===== src/rtl/stats_sequencer.sv =====
// Statistics sequencer: streams the capture buffer, accumulates sum/min/max,
// then divides the sum by SAMPLES with a serial restoring divider.
module stats_sequencer #(
    parameter  int SAMPLES = 80,
    parameter  int DATA_W  = 12,
    localparam int ADDR_W  = (SAMPLES > 1) ? $clog2(SAMPLES) : 1,
    localparam int SUM_W   = DATA_W + ADDR_W
) (
    input  logic              clk,
    input  logic              rst,
    input  logic              start,
    output logic              busy,
    output logic              done,
    output logic              valid,
    output logic              rd_en,
    output logic [ADDR_W-1:0] rd_addr,
    input  logic [DATA_W-1:0] rd_data,
    output logic [DATA_W-1:0] average,
    output logic [DATA_W-1:0] min,
    output logic [DATA_W-1:0] max
);

    localparam int REM_W = ADDR_W + 1;
    localparam int CNT_W = $clog2(SUM_W + 1);
    localparam logic [ADDR_W-1:0] LAST    = ADDR_W'(SAMPLES - 1);
    localparam logic [REM_W:0]    DIVISOR = (REM_W + 1)'(SAMPLES);
    localparam logic [CNT_W-1:0]  DIV_END = CNT_W'(SUM_W - 1);

    typedef enum logic [2:0] {
        S_IDLE,
        S_READ,
        S_DRAIN,
        S_DIV,
        S_DONE
    } state_t;

    state_t r_state;
    state_t w_next;

    logic [SUM_W-1:0]  r_sum;
    logic [REM_W-1:0]  r_rem;
    logic [CNT_W-1:0]  r_cnt;
    logic              r_cap;
    logic              r_first;
    logic [DATA_W-1:0] r_min;
    logic [DATA_W-1:0] r_max;
    logic [REM_W:0]    w_trial;
    logic [REM_W:0]    w_diff;
    logic              w_fit;

    always_ff @(posedge clk or posedge rst) begin
        if (rst) begin
            r_state <= S_IDLE;
        end else begin
            r_state <= w_next;
        end
    end

    always_comb begin
        w_next = r_state;
        unique case (r_state)
            S_IDLE:  if (start) w_next = S_READ;
            S_READ:  if (rd_addr == LAST) w_next = S_DRAIN;
            S_DRAIN: w_next = S_DIV;
            S_DIV:   if (r_cnt == DIV_END) w_next = S_DONE;
            S_DONE:  w_next = S_IDLE;
            default: w_next = S_IDLE;
        endcase
    end

    // r_sum doubles as the quotient shift register during S_DIV
    always_comb begin
        w_trial = {r_rem, r_sum[SUM_W-1]};
        w_diff  = w_trial - DIVISOR;
        w_fit   = (w_trial >= DIVISOR);
    end

    always_ff @(posedge clk or posedge rst) begin
        if (rst) begin
            busy    <= 1'b0;
            done    <= 1'b0;
            valid   <= 1'b0;
            rd_en   <= 1'b0;
            rd_addr <= '0;
            average <= '0;
            min     <= '0;
            max     <= '0;
            r_sum   <= '0;
            r_rem   <= '0;
            r_cnt   <= '0;
            r_cap   <= 1'b0;
            r_first <= 1'b0;
            r_min   <= '0;
            r_max   <= '0;
        end else begin
            done  <= 1'b0;
            r_cap <= rd_en;
            unique case (r_state)
                S_IDLE: begin
                    if (start) begin
                        busy    <= 1'b1;
                        rd_en   <= 1'b1;
                        rd_addr <= '0;
                        r_sum   <= '0;
                        r_first <= 1'b1;
                    end
                end
                S_READ: begin
                    if (rd_addr == LAST) begin
                        rd_en <= 1'b0;
                    end else begin
                        rd_addr <= rd_addr + ADDR_W'(1);
                    end
                end
                S_DRAIN: begin
                    r_rem <= '0;
                    r_cnt <= '0;
                end
                S_DIV: begin
                    r_cnt <= r_cnt + CNT_W'(1);
                    r_sum <= {r_sum[SUM_W-2:0], w_fit};
                    r_rem <= w_fit ? w_diff[REM_W-1:0] : w_trial[REM_W-1:0];
                end
                S_DONE: begin
                    average <= r_sum[DATA_W-1:0];
                    min     <= r_min;
                    max     <= r_max;
                    done    <= 1'b1;
                    valid   <= 1'b1;
                    busy    <= 1'b0;
                end
                default: ;
            endcase
            // read data trails the address by one cycle
            if (r_cap) begin
                r_sum <= r_sum + {{ADDR_W{1'b0}}, rd_data};
                if (r_first) begin
                    r_first <= 1'b0;
                    r_min   <= rd_data;
                    r_max   <= rd_data;
                end else begin
                    if (rd_data < r_min) r_min <= rd_data;
                    if (rd_data > r_max) r_max <= rd_data;
                end
            end
        end
    end

endmodule


===== config.mk =====
export PLATFORM = sky130hd
export DESIGN_NAME = stats_sequencer
export DESIGN_NICKNAME = d
export VERILOG_FILES = /design/src/rtl/stats_sequencer.sv
export SDC_FILE = /design/constraint.sdc
export NUM_CORES = 1
export LEC_CHECK = 0
export ABC_AREA = 1
export ABC_CLOCK_PERIOD_IN_PS = 5000
export CAP_MARGIN = 30
export CORE_ASPECT_RATIO = 0.7
export CORE_UTILIZATION = 35
export DETAILED_ROUTE_END_ITERATION = 16
export PLACE_DENSITY = 0.64
export SLEW_MARGIN = 30
export SYNTH_ARGS = -nofsm -noshare
export SYNTH_HDL_FRONTEND = slang
export SYNTH_SLANG_ARGS = --single-unit

===== constraint.sdc =====
create_clock -name clk -period 5 [get_ports clk]
set_input_delay 0.5 -clock clk [delete_from_list [all_inputs] [get_ports clk]]
set_output_delay 0.5 -clock clk [all_outputs]
set_load 0.005 [all_outputs]

## Word-level counts from Yosys, hierarchy flattened

Index checks and enable logic that the tools add are counted.

| storage, ports and cells | value |
|---|---|
| memories | 0 |
| output and inout bits | 47 |
| memory bits (writable) | 0 |
| register bits after elaboration | 108 |
| latch bits | 0 |
| memory bits (read-only) | 0 |

| cells by class | value |
|---|---|
| reduce and logical (&&, ||, !) cells | 14 |
| $lt $le $gt $ge | 3 |
| bitwise operators | 0 |
| $mul | 0 |
| $add $sub $neg | 4 |
| div/mod/pow operators | 0 |
| multiplexer cells | 26 |
| eq/ne operators | 11 |
| shift-type cells | 0 |

Operator list:

| cell | count |
|---|---|
| 2-to-1 mux 12 bit | 4 |
| 2-to-1 mux 19 bit | 2 |
| one-hot mux 19 bit (2 select lines) | 1 |
| adder 19 x 12 -> 19 bit | 1 |
| one-hot mux 8 bit (2 select lines) | 1 |
| 2-to-1 mux 7 bit | 2 |
| one-hot mux 7 bit (2 select lines) | 1 |
| > comparator 12 bit | 1 |
| < comparator 12 bit | 1 |
| one-hot mux 3 bit (4 select lines) | 1 |
| one-hot mux 5 bit (2 select lines) | 1 |
| nonzero test 2 bit | 5 |
| greater-or-equal comparator 9 x 7 -> 1 bit, second input constant | 1 |
| 2-to-1 mux 3 bit | 3 |
| AND reduction 3 bit | 3 |
| 2-to-1 mux 8 bit | 1 |
| != test 2 bit, second input constant | 4 |
| AND reduction 2 bit | 4 |
| subtractor 8 x 7 -> 8 bit, second input constant | 1 |
| adder 7 x 1 -> 7 bit, second input constant | 1 |
| == test 7 bit, second input constant | 1 |
| 2-to-1 mux 1 bit | 7 |
| == test 3 x 2 -> 1 bit, second input constant | 2 |
| adder 5 x 1 -> 5 bit, second input constant | 1 |
| 7 further kinds | 8 |

## Logic depth before layout (Yosys ltp)

Gate-level depths: netlist of the first run.

| depth | value |
|---|---|
| depth in word-level cells | 4 |
| depth in mapped cells | 13 |
| depth with buffers taken out | 13 |

## Least setup slack after synthesis of the first run

No wires, ideal clock.

| timing path | value |
|---|---|
| path type | input to register |
| start | in rd_data[0] |
| end | reg r_sum[16] |
| buffers on the path | 0 |
| cell stages on the path | 13 |
| data required time | 4,875 ps |
| setup slack | 3,137 ps |
| data arrival time | 1,738 ps |
| path through | ha_1 -> inv_1 -> fa_1 -> inv_1 -> nand3_1 -> nand2_1 -> nand2_1 -> nand2_1 -> nand3_1 -> nand2_1 -> nand2_1 -> nand3_1 -> nand3_1 |

| on the way | value |
|---|---|
| cells in the longest elaborated chain, start to end | 2 |

RTL lines:

| item | line | text |
|---|---|---|
| start, declared | 17 | `input logic [DATA_W-1:0] rd_data,` |
| adder 19 x 12 -> 19 bit | 136 | `r_sum <= r_sum + {{ADDR_W{1'b0}}, rd_data};` |
| 2-to-1 mux 19 bit | 135 | `if (r_cap) begin` |
| end signal, assigned | 121 | `r_sum <= {r_sum[SUM_W-2:0], w_fit};` |
| end signal, assigned | 136 |  |
| end, declared | 40 | `logic [SUM_W-1:0] r_sum;` |

Every way passes these cells.
A chain may end at the register's enable or synchronous reset.

## Final worst setup path of the first run

| timing path | value |
|---|---|
| start | in rd_data[10] |
| end | reg r_min[0] |

| on the way | value |
|---|---|
| cells in the longest elaborated chain, start to end | 3 |

RTL lines:

| item | line | text |
|---|---|---|
| < comparator 12 bit | 142 | `if (rd_data < r_min) r_min <= rd_data;` |
| nonzero test 2 bit (no line) | -- |  |
| AND reduction 2 bit (no line) | -- |  |
| end signal, assigned | 139 | `r_min <= rd_data;` |
| end signal, assigned | 142 |  |
| end, declared | 45 | `logic [DATA_W-1:0] r_min;` |

Every way passes these cells.

==> metrics.cfg, run 1 <==
[outcome]
outcome=finished clean

[finish]
layout-drive-gt1-share_pct=4.91
layout_common_cells=sky130_fd_sc_hd__nand2_1 (220), sky130_fd_sc_hd__dfrtp_1 (108), sky130_fd_sc_hd__inv_1 (89)
finish.net_count=846
ant_diodes=0
flow.area_growth_from_synthesis_pct=20.0
mostFrequentLayoutCell=sky130_fd_sc_hd__nand2_1

[place]
numPortBuffers=61
hpwlAfterDp_um=10500
place.gp.congestion=0.884

[worst_setup_path]
end_kind=flip-flop
worstSetupStartpointType=input port
critPathMostFrequentCell=sky130_fd_sc_hd__nand2_1
cp_data_arrival_time_ns=2.91
reg2reg_slack_ns=2.73
cp.required_ns=5.28
crit_type=in2reg
length_in_cells_of_the_worst_reg_to_reg_path=12
crit_path_cell_trace=clkdlybuf4s50_1, ha_1, nand2_1, nor4_1, nand2_1, nand2_1, nand2_1, nand2_1, nand2_1, nand2_1
crit-reg2reg-launch=r_min[5]
critical_path.reg2reg.endpoint=r_min[0]
crit_path_max_fanout=13
critPathSlowestCell=sky130_fd_sc_hd__clkdlybuf4s50_1
max_stage_delay_ns=0.62

[floorplan]
core.rowCount=39
die_w_um=156
coreArea_um2=16300
design.die.area_um2=17200
floorplan.initialDensity_pct=35.7
top_level_ports=62
die_h_um=110

[clock_network]
post-cts-setup-buffers=0
clk_path_buf_depth=2
clk_pin_slew_ns=0.08
post_cts.resized_instances=0
h-tree-depth=3
cts_hold_buffers=0
clock-sinks=108
clk_root_buffer_cell=sky130_fd_sc_hd__clkbuf_16
cts_tree=built
cts_made_buffers=9
worstSkewPairLatency_ns=0.35

[synthesis]
synth.avg_cell_area_um2=7.94
ys_types=33
netlist_instances=733
synth.cell_area_um2=5820
postSynthNetCount=789
total_of_flip_flops_plus_latches_after_synthesis=108
synth.yosys.seq_area_share_pct=46.5
synth_warnings=0

[routing]
drc_viols=0
starting_drt_drc_count=383
wl_per_cell_um=13.9
drt-total-wl_um=14200
vias=4904
final_antenna_net_count=0
post_drt_via_cell_ratio=4.81
drt_pass1_iterations=5

[hold_path]
hold_class=reg2reg
worstHoldStart=rd_en
min_path_cells=0
worst_hold_path.endpoint=r_cap

[power]
p_per_area_nw_per_um2=615
irDropWorstVdd_mv=0.253
p_leak_nw=3.45
total_power_w=0.00430

[global_routing]
first_pass_grt_wire_length_um=24000
largest_net_degree_at_the_start_of_global_routing=76
gr-usage-all-layers_pct=18.1
grt_remaining_overflow=0
grt_pass1_vias=4613
number_of_antenna_violations_at_the_first_check_in_global_routing=0

[sta]
timing.final.setup_violations=0
rsz0062_at_grt=false
period_needed_ns=2.63
slew_viol_final=0
report.final.hold_viol_count=0
fmax_ghz=0.381
worst-slew-pin-transition_ns=0.675
min_period_over_period_pct=52.5
setup_tns_ns=0
max_slew_margin_pct=55.0
finalClockSkew_ns=0.0133

[job]
max-cap-violations=0

==> worst max-delay path: cells and delay by family <==
kind / cells / cell delay [ns]
fa+ha+maj: 1 / 0.39
buf+inv: 1 / 0.62
simple gates: 8 / 1.39
==> flip-flops by register name, summed over array words and instances, names as in the netlist, 3 cells and up <==
| register | flops |
|---|---|
| r_min | 12 |
| average | 12 |
| r_cnt | 5 |
| rd_addr | 7 |
| r_max | 12 |
| min | 12 |
| r_sum | 19 |
| r_state | 3 |
| r_rem | 8 |
| max | 12 |
==> power breakdown <==
part / switching, W / internal [W] / total (W) / leakage (nW)
sequential: 0.000272 / 0.00126 / 0.00153 / 1.34
combinational: 0.00118 / 0.000826 / 0.00201 / 1.96
clock: 0.000335 / 0.000423 / 0.000757 / 0.158
total: 0.00179 / 0.00251 / 0.00430 / 3.45
==> logic make-up (layout without fill, tap and decap cells) <==
group | Yosys count | count (layout) | synth area share, %
simple gates | 342 | 342 | 24.9
flops | 108 | 108 | 46.5
buf+inv | 116 | 178 | 7.66
xor+xnor | 6 | 6 | 0.903
compound gates | 120 | 120 | 11.1
fa+ha+maj | 41 | 41 | 8.95
==> routing by layer <==
layer  track usage, %  up-vias  part of all wire [%]
li1                 -     2508                     -
met1             28.8     2242                    56
met2             24.4      143                    37
met3             3.59       11                   5.8
met4             4.41        0                   1.0
met5                0        -                     0
==> metrics by stage <==
stage	area (µm²)	utilization [%]	std cells	hold slack, ns	setup WS [ns]
after global routing	6980	42.8	1020	0.441	2.20
final	6980	42.8	1020	0.440	2.37
after CTS	6980	42.8	1020	0.431	2.39
after detailed placement	6660	40.8	1004	0.409	2.03
after floorplan	5820	-	733	0.390	1.65
after global placement	6660	40.8	1004	0.420	2.07
==> worst max-delay path by stage <==
| stage | cells past startpoint | slack (ns) | end | startpoint |
|---|---|---|---|---|
| global route | 12 | 2.20 | r_min[9] | rd_data[5] |
| detailed placement | 10 | 2.03 | r_min[0] | rd_data[10] |
| finish | 10 | 2.37 | r_min[0] | rd_data[10] |
| floorplan | 1 | 1.65 | average[0] | rst |
| CTS | 10 | 2.39 | r_min[0] | rd_data[10] |
| global placement | 10 | 2.07 | r_min[0] | rd_data[10] |
==> synthesized netlist by cell type (all sizes together) <==
library cell	n	area share, %
dfrtp	108	46
inv	98	6.3
nor2	29	2.0
nor3	10	1.0
a21oi	33	2.8
o21ai	64	5.5
or2	2	0.22
nand4	2	0.22
a21boi	1	0.13
fa	1	0.34
and2	2	0.22
xnor2	1	0.15
a22oi	1	0.13
clkbuf	12	0.77
nand2	223	15
xor2	5	0.75
o21bai	3	0.39
ha	40	8.6
nand3	70	6.2
buf	6	0.56
o221ai	2	0.30
o211ai	6	0.77
nand3b	2	0.26
o22ai	10	1.1
nor4	2	0.22
==> final cells by class <==
| class | instances | area (µm²) |
|---|---|---|
| repair buffers | 64 | 633 |
| inverters | 98 | 373 |
| fillers | 1632 | 9320 |
| clock buffers | 11 | 253 |
| clock inverters | 5 | 67.6 |
| multi-input cells | 509 | 2670 |
| well taps | 225 | 282 |
| flip-flops and latches | 108 | 2700 |
Power figures use the tool's default switching activity.
==> inputs of run 2 (changes only) <==
ABC_CLOCK_PERIOD_IN_PS = 2300   (was 5000)
PLACE_DENSITY = 0.66   (was 0.64)
clock period = 2.3 ns   (was 5 ns; I/O delays follow)
==> metrics.cfg, run 2 (synthesized netlist as in run 1, its figures left out) <==
[outcome]
outcome=finished clean

[clock_network]
clk_path_buf_depth=2  ; unchanged
clk_pin_slew_ns=0.08  ; about the same
h-tree-depth=3  ; unchanged
post-cts-setup-buffers=0  ; unchanged
post_cts.resized_instances=0  ; unchanged
clock-sinks=108  ; unchanged
worstSkewPairLatency_ns=0.36  ; about the same
cts_tree=built
clk_root_buffer_cell=sky130_fd_sc_hd__clkbuf_16
cts_made_buffers=9  ; unchanged
cts_hold_buffers=0  ; unchanged

[finish]
ant_diodes=0  ; unchanged
final_core_utilization_pct=44.2  ; +1.4 points
largest-register=r_sum
layout_common_cells=sky130_fd_sc_hd__nand2_1 (220), sky130_fd_sc_hd__dfrtp_1 (108), sky130_fd_sc_hd__inv_1 (89)
mostFrequentLayoutCell=sky130_fd_sc_hd__nand2_1
finish.net_count=875  ; +3.4%
flow.area_growth_from_synthesis_pct=23.9
largest_reg_flops=19  ; unchanged
layout-drive-gt1-share_pct=8.25  ; +3.3 points

[floorplan]
die_w_um=156  ; unchanged
core.rowCount=39  ; unchanged
coreArea_um2=16300  ; unchanged
floorplan.initialDensity_pct=35.7  ; unchanged
die_h_um=110  ; unchanged
top_level_ports=62  ; unchanged
design.die.area_um2=17200  ; unchanged

[routing]
post_drt_via_cell_ratio=4.79  ; -0.44%
drt_pass1_iterations=5  ; unchanged
starting_drt_drc_count=411  ; +7.3%
drt-total-wl_um=14800  ; +4.3%
drc_viols=0  ; unchanged
vias=5021  ; +2.4%
wl_per_cell_um=14.1  ; +1.4%
final_antenna_net_count=0  ; unchanged

[sta]
min_period_over_period_pct=86.7
slew_viol_final=0  ; unchanged
rsz0062_at_grt=false
period_needed_ns=1.99
max_slew_margin_pct=62.6  ; +7.6 points
finalClockSkew_ns=0.0119  ; -0.00136 ns
setup_ws_ns=0.307  ; -2.07 ns
timing.final.setup_violations=0  ; unchanged
fmax_ghz=0.502
report.final.hold_viol_count=0  ; unchanged
worst-slew-pin-transition_ns=0.562  ; -0.114 ns
hold-worst-slack_ns=0.237  ; -0.203 ns

[worst_setup_path]
crit_path_cell_trace=clkdlybuf4s50_1, buf_4, ha_1, nand2_1, nor4_1, nand2_1, nand2_1, nand2_1, nand2_1, nand2_1, nand2_1
crit-reg2reg-launch=r_min[10]
end_kind=flip-flop
critPathMostFrequentCell=sky130_fd_sc_hd__nand2_1
crit_type=in2reg
length_in_cells_of_the_worst_reg_to_reg_path=10  ; -2
cp_data_arrival_time_ns=2.29  ; -0.62 ns
cp.required_ns=2.60  ; -2.68 ns
crit_path_max_fanout=12  ; -1
critPathSlowestCell=sky130_fd_sc_hd__clkdlybuf4s50_1
critical_path.reg2reg.endpoint=r_min[2]
worstSetupStartpointType=input port
reg2reg_slack_ns=0.35  ; -2.38 ns
max_stage_delay_ns=0.45  ; -0.17 ns

[place]
preCtsSetupSlack_ns=-0.0311  ; -2.06 ns
numPortBuffers=61  ; unchanged
place.gp.congestion=0.916  ; +3.6%
hpwlAfterDp_um=11100  ; +5.7%

[job]
max-cap-violations=0  ; unchanged

[power]
total_power_w=0.00952  ; +120%
power.net_switching_w=0.00399  ; +120%
power_frac_comb_pct=48.7  ; +1.9 points
p_leak_nw=3.59  ; +4.0%
power.switching_fraction_pct=41.9  ; +0.21 points
power.internal_w=0.00554  ; +120%
clockPowerShare_pct=16.6  ; -1.0 points
irDropWorstVdd_mv=0.512  ; +100%
seqPwrFrac_pct=34.8  ; -0.8 points
p_per_area_nw_per_um2=1320  ; +110%

[global_routing]
largest_net_degree_at_the_start_of_global_routing=58  ; -24%
gr-usage-all-layers_pct=18.6  ; +0.50 points
first_pass_grt_wire_length_um=24500  ; +2.3%
grt_remaining_overflow=0  ; unchanged
grt_pass1_vias=4584  ; -0.63%
number_of_antenna_violations_at_the_first_check_in_global_routing=0  ; unchanged

[hold_path]
hold_class=in2async

==> run 2: cell types whose count changed in the layout (fill, tap and decap cells not counted) <==
cell / change
sky130_fd_sc_hd__bufinv_16: -1
sky130_fd_sc_hd__buf_12: +2
sky130_fd_sc_hd__clkinvlp_4: +1
sky130_fd_sc_hd__clkinv_8: +1
sky130_fd_sc_hd__clkinv_4: -1
sky130_fd_sc_hd__buf_4: +27
==> run 2: how the worst max path moves through the flow <==
stage	start	to	slack, ns
6_report	rd_data[10]	r_min[2]	0.31
3_3_place_gp	rd_data[9]	r_min[10]	-0.0003
2_1_floorplan	r_sum[0]	r_sum[16]	0.60
3_5_place_dp	rd_data[10]	r_min[2]	-0.03
5_1_grt	rd_data[0]	r_sum[16]	0.11
4_1_cts	rd_data[10]	r_min[2]	0.32
==> run 2: per-layer routing <==
metal	global-route usage, %	share of wire, %
met5	0	0
met4	4.06	0.76
met3	4.57	7.5
met2	24.8	38
met1	29.4	54
==> run 2: layout make-up <==
type,count,area [µm²]
Fill cell,1632,9090
Clock inverter,5,53.8
Inverter,98,372
Timing Repair Buffer,93,876
Clock buffer,11,253
Sequential cell,108,2700
Tap cell,225,282
Multi-Input combinational cell,509,2670
==> run 2: critical path, delay by kind of cell <==
| family | cells | cell delay, ns |
|---|---|---|
| fa+ha+maj | 1 | 0.29 |
| buf+inv | 2 | 0.63 |
| simple gates | 8 | 1.14 |
==> run 2: through the flow <==
step / cells / area, µm² / setup TNS (ns)
floorplan: 733 / 5820 / 0
global route: 1049 / 7210 / 0
global placement: 1033 / 6900 / -0.000268
finish: 1049 / 7210 / 0
CTS: 1049 / 7210 / 0
detailed placement: 1033 / 6900 / -0.0541
==> run 2: power groups by stage <==
stage / clock (W) / combinational (W) / sequential (W)
3_3_place_gp: 0 / 0.00452 / 0.00332
2_1_floorplan: 0 / 0.00287 / 0.00324
4_1_cts: 0.00162 / 0.00462 / 0.00330
3_5_place_dp: 0 / 0.00459 / 0.00332
5_1_grt: 0.00169 / 0.00528 / 0.00342
6_report: 0.00158 / 0.00463 / 0.00331
